## config.mk

```make
export PLATFORM = sky130hd
export DESIGN_NAME = hazard_fwd_5
export DESIGN_NICKNAME = d
export VERILOG_FILES = /design/src/rtl/hazard_fwd_5.sv
export SDC_FILE = /design/constraint.sdc
export NUM_CORES = 1
export LEC_CHECK = 0
export BUFFER_PORTS_ARGS = -buffer_cell sky130_fd_sc_hd__buf_4
export CORE_ASPECT_RATIO = 0.5
export CORE_MARGIN = 2
export CORE_UTILIZATION = 30
export CTS_BUF_LIST = sky130_fd_sc_hd__clkbuf_2 sky130_fd_sc_hd__clkbuf_4 sky130_fd_sc_hd__clkbuf_8
export DETAILED_ROUTE_END_ITERATION = 8
export SYNTH_ARGS = -nofsm -noshare
export SYNTH_HDL_FRONTEND = slang
export SYNTH_SLANG_ARGS = --single-unit
```

## constraint.sdc

```tcl
create_clock -name clk -period 2.6 [get_ports clk]
set_input_delay 0.52 -clock clk [delete_from_list [all_inputs] [get_ports clk]]
set_output_delay 0.52 -clock clk [all_outputs]
set_load 0.005 [all_outputs]
```

## src/rtl/hazard_fwd_5.sv

```systemverilog
// Hazard detection and forwarding control for a 5-stage MIPS pipeline.
// Ports: ID decode info in, load-use stall, EX forward selects, WB reg/enable out.
module hazard_fwd_5 #(
  parameter int RW = 5,
  parameter int FW = 2
) (
  input  logic          clk,
  input  logic          rstd,
  input  logic          id_valid,
  input  logic [RW-1:0] id_rs,
  input  logic [RW-1:0] id_rt,
  input  logic          id_use_rs,
  input  logic          id_use_rt,
  input  logic [RW-1:0] id_wreg,
  input  logic          id_we,
  input  logic          id_load,
  input  logic          flush,
  output logic          stall,
  output logic [FW-1:0] fwd_a,
  output logic [FW-1:0] fwd_b,
  output logic [RW-1:0] wb_wreg,
  output logic          wb_we
);

  localparam logic [FW-1:0] F_RF  = FW'(0);
  localparam logic [FW-1:0] F_MEM = FW'(1);
  localparam logic [FW-1:0] F_WB  = FW'(2);
  localparam logic [FW-1:0] F_DLY = FW'(3);

  logic [RW-1:0] r_ex_wreg;
  logic          r_ex_we;
  logic          r_ex_ld;
  logic [RW-1:0] r_mem_wreg;
  logic          r_mem_we;
  logic [RW-1:0] r_wb_wreg;
  logic          r_wb_we;
  logic [FW-1:0] r_fwd_a;
  logic [FW-1:0] r_fwd_b;

  logic          w_rs_nz;
  logic          w_rt_nz;
  logic          w_ex_a;
  logic          w_mem_a;
  logic          w_wb_a;
  logic          w_ex_b;
  logic          w_mem_b;
  logic          w_wb_b;
  logic          w_stall;
  logic          w_kill;
  logic [FW-1:0] w_code_a;
  logic [FW-1:0] w_code_b;

  // $zero is never a forwarding source
  assign w_rs_nz = id_use_rs && (id_rs != '0);
  assign w_rt_nz = id_use_rt && (id_rt != '0);

  assign w_ex_a  = w_rs_nz && r_ex_we  && (r_ex_wreg  == id_rs);
  assign w_mem_a = w_rs_nz && r_mem_we && (r_mem_wreg == id_rs);
  assign w_wb_a  = w_rs_nz && r_wb_we  && (r_wb_wreg  == id_rs);
  assign w_ex_b  = w_rt_nz && r_ex_we  && (r_ex_wreg  == id_rt);
  assign w_mem_b = w_rt_nz && r_mem_we && (r_mem_wreg == id_rt);
  assign w_wb_b  = w_rt_nz && r_wb_we  && (r_wb_wreg  == id_rt);

  // a load result is not ready for EX-to-EX forwarding
  assign w_stall = id_valid && !flush && r_ex_ld
                && (w_ex_a || w_ex_b);
  assign w_kill  = w_stall || flush;

  // youngest producer wins
  always_comb begin
    w_code_a = F_RF;
    priority case (1'b1)
      w_ex_a:  w_code_a = F_MEM;
      w_mem_a: w_code_a = F_WB;
      w_wb_a:  w_code_a = F_DLY;
      default: w_code_a = F_RF;
    endcase
  end

  always_comb begin
    w_code_b = F_RF;
    priority case (1'b1)
      w_ex_b:  w_code_b = F_MEM;
      w_mem_b: w_code_b = F_WB;
      w_wb_b:  w_code_b = F_DLY;
      default: w_code_b = F_RF;
    endcase
  end

  always_ff @(posedge clk or negedge rstd) begin
    if (!rstd) begin
      r_ex_wreg  <= '0;
      r_ex_we    <= 1'b0;
      r_ex_ld    <= 1'b0;
      r_mem_wreg <= '0;
      r_mem_we   <= 1'b0;
      r_wb_wreg  <= '0;
      r_wb_we    <= 1'b0;
      r_fwd_a    <= F_RF;
      r_fwd_b    <= F_RF;
    end else begin
      if (w_kill) begin
        r_ex_wreg <= '0;
        r_ex_we   <= 1'b0;
        r_ex_ld   <= 1'b0;
        r_fwd_a   <= F_RF;
        r_fwd_b   <= F_RF;
      end else begin
        r_ex_wreg <= id_wreg;
        r_ex_we   <= id_we && id_valid;
        r_ex_ld   <= id_load && id_valid;
        r_fwd_a   <= id_valid ? w_code_a : F_RF;
        r_fwd_b   <= id_valid ? w_code_b : F_RF;
      end
      r_mem_wreg <= r_ex_wreg;
      r_mem_we   <= r_ex_we;
      r_wb_wreg  <= r_mem_wreg;
      r_wb_we    <= r_mem_we;
    end
  end

  assign stall   = w_stall;
  assign fwd_a   = r_fwd_a;
  assign fwd_b   = r_fwd_b;
  assign wb_wreg = r_wb_wreg;
  assign wb_we   = r_wb_we;

endmodule

```

==> impl_metrics.tcl <==
set metrics [dict create \
    crit_chain "buf_4 > or4_1 > o21ai_2 > nor3_2 > o21a_1 > nor2b_1 > buf_4" \
    viasPerCell 4.56 \
    port-buffer-count 33 \
    drc_errors 0 \
    fin_nets 158 \
    finalCriticalPeriod_ps 2490 \
    synthDistinctLibCells 20 \
    yosys_warnings 0 \
    synthArstFlopShare_pct 100 \
    syn_to_final_growth_pct 31.7 \
    fin_cells 185 \
    grt_pass1_wl_mm 3.95 \
    rsz0062_at_grt "false" \
    crit_path_frequent_cell "buf_4" \
    dpl_cell_area_um2 1440 \
    cp-end-kind "output pin" \
    cpPeakStageDelay_ps 530 \
    track_usage_pct 12.3 \
    p_leak_nw 0.633 \
    grt_start_max_net_pins 24 \
    ys_seq_area_share_pct 51.0 \
    vias 843 \
    crit_family "simple AND/OR/NAND/NOR gates" \
    cts.clk_slew.worst_paths_ps 80 \
    drt_iter0_markers 33 \
    antenna_found_initial 0 \
    ir_worst_vdd_mv 0.209 \
    yosysMostFrequentCell "dfrtp_1" \
    yosysTopAreaCell "dfrtp_1" \
    die_x_um 90.7 \
    path_class "in2out" \
    fin_skew_ps 1.88 \
    io_pins 34 \
    synth_cells 97 \
    synth_top_cells_by_area "dfrtp_1, xnor2_1, xor2_1" \
    path_max_fanout 4 \
    start_util_pct 32.2 \
    syn-num-nets 120 \
    crit_slowest_cell "or4_1" \
    syn-cell-area_um2 1130 \
    cts_tree "yes" \
    drtAntennaViolNets 0 \
    clock-root-buffer "clkbuf_8" \
    start_kind "input pin" \
    ys_ff_latch 23 \
    relSlewSlack_pct 72.6 \
    diodes 0 \
    cap_violations 0 \
    place_congestion 0.780 \
    htreeDepth 1 \
    fin_area_um2 1490 \
    die-height_um 47.4 \
    cts_inserted_buffers 3 \
    status "finished, final reports clean" \
    crit_required_ps 2080 \
    syn_avg_cell_area_um2 11.6 \
    holdWs_ps 142 \
    grt_overflow 0 \
    ctsHoldBuffers 0 \
    layout-drive-gt1-share_pct 32.8 \
    power_density_nw_per_um2 481 \
    yosys.area.top_type_share_pct 51.0 \
    arrival_ps 1970 \
    setup_tns_ps 0 \
    dp_hpwl_mm 2.03 \
    wl_per_cell_um 13.6 \
    slew_viol_final 0 \
    firstDrtPassIters 5 \
    routed_wl_mm 2.52 \
    setup_viol 0 \
    finalCritPeriodShare_pct 95.9 \
    tightest_slew_ps 400 \
    rows 15 \
    synth-edff-count 0 \
    synth_ff_type "dfrtp_1" \
    netlist_top_cells_count "dfrtp_1, xnor2_1, xor2_1" \
    coreArea_um2 3510 \
    final_core_utilization_pct 42.4 \
    clockBufferDepth 2 \
    grt_pass1_vias 820 \
    min_path_type "in2async" \
    clock.fmax_mhz 401 \
    cts.sinks 23 \
    path_buf_inv 2 \
    place_inst 181 \
    dieArea_um2 4300 \
    insertion_delay_ps 260 \
    finalHoldViolCount 0 \
]
## state kept, by name, summed over array words and instances, names as in the netlist, 2 cells and up
| signal | cells |
|---|---|
| r_ex_wreg | 5 |
| r_mem_wreg | 5 |
| wb_wreg | 5 |
| fwd_a | 2 |
| fwd_b | 2 |
## final cells by class
class / instances / area [um2]
fillers: 349 / 2020
repair buffers: 34 / 255
well taps: 51 / 63.8
clock buffers: 3 / 41.3
clock inverters: 1 / 5.00
flip-flops and latches: 23 / 576
multi-input cells: 73 / 546
## power breakdown
group | internal [W] | total [W] | switching (W)
clock | 0.000107 | 0.000215 | 0.000109
sequential | 0.000372 | 0.000388 | 0.0000159
combinational | 0.0000624 | 0.000112 | 0.0000497
## layer usage
| metal | vias to the layer above | wire (um) | global-route usage (%) |
|---|---|---|---|
| li1 | 415 | - | - |
| met1 | 393 | 1200 | 16.2 |
| met2 | 33 | 1110 | 21.0 |
| met3 | 2 | 191 | 3.21 |
| met4 | 0 | 19 | 2.77 |
| met5 | - | 0 | 0 |
## what timing repair did
item / CTS / global route
setup endpoints to repair: 0 / 1
resized for setup: 0 / 1
buffers inserted: 0 / 0
## through the flow
stage / setup WS [ps] / power [W]
CTS: 104 / 0.000722
global placement: 114 / 0.000507
detailed placement: 101 / 0.000508
finish: 108 / 0.000715
global route: 33.6 / 0.000753
floorplan: 323 / 0.000444
## layout by cell type, fill, tap and decap left out, types with 3 or more instances in the layout
| cell | n |
|---|---|
| buf_4 | 34 |
| nand4_1 | 4 |
| nor3_1 | 5 |
| clkbuf_8 | 3 |
| nand2_1 | 4 |
| xor2_1 | 8 |
| dfrtp_1 | 23 |
| xnor2_1 | 22 |
| nand2b_1 | 6 |
| a21oi_1 | 7 |
## final timing paths
| check | start | endpoint | slack (ps) | cells past startpoint |
|---|---|---|---|---|
| max in group asynchronous | rstd | r_mem_we$_DFF_PN0_ | 2230 | 1 |
| worst max register to register | r_mem_wreg[0]$_DFF_PN0_ | fwd_a[1]$_DFF_PN0_ | 740 | 5 |
| worst max-delay path | id_rs[1] | stall | 110 | 7 |
| min in group clk | r_mem_we$_DFF_PN0_ | wb_we$_DFF_PN0_ | 420 | 0 |
| worst min-delay path | rstd | r_ex_wreg[2]$_DFF_PN0_ | 140 | 1 |
| worst min register to register | r_mem_we$_DFF_PN0_ | wb_we$_DFF_PN0_ | 420 | 0 |
## cells by family (layout without fill, tap and decap cells)
family                    after synthesis  after routing  share of synthesized area, %
xor gates and xnor gates               30             30                          23.3
and+or+nand+nor                        30             30                          17.3
DFF                                    23             23                          51.0
AOI/OAI and AO/OA                      13             13                          7.43
buffers and inverters                   1             38                         0.998
Power figures use the tool's default switching activity.
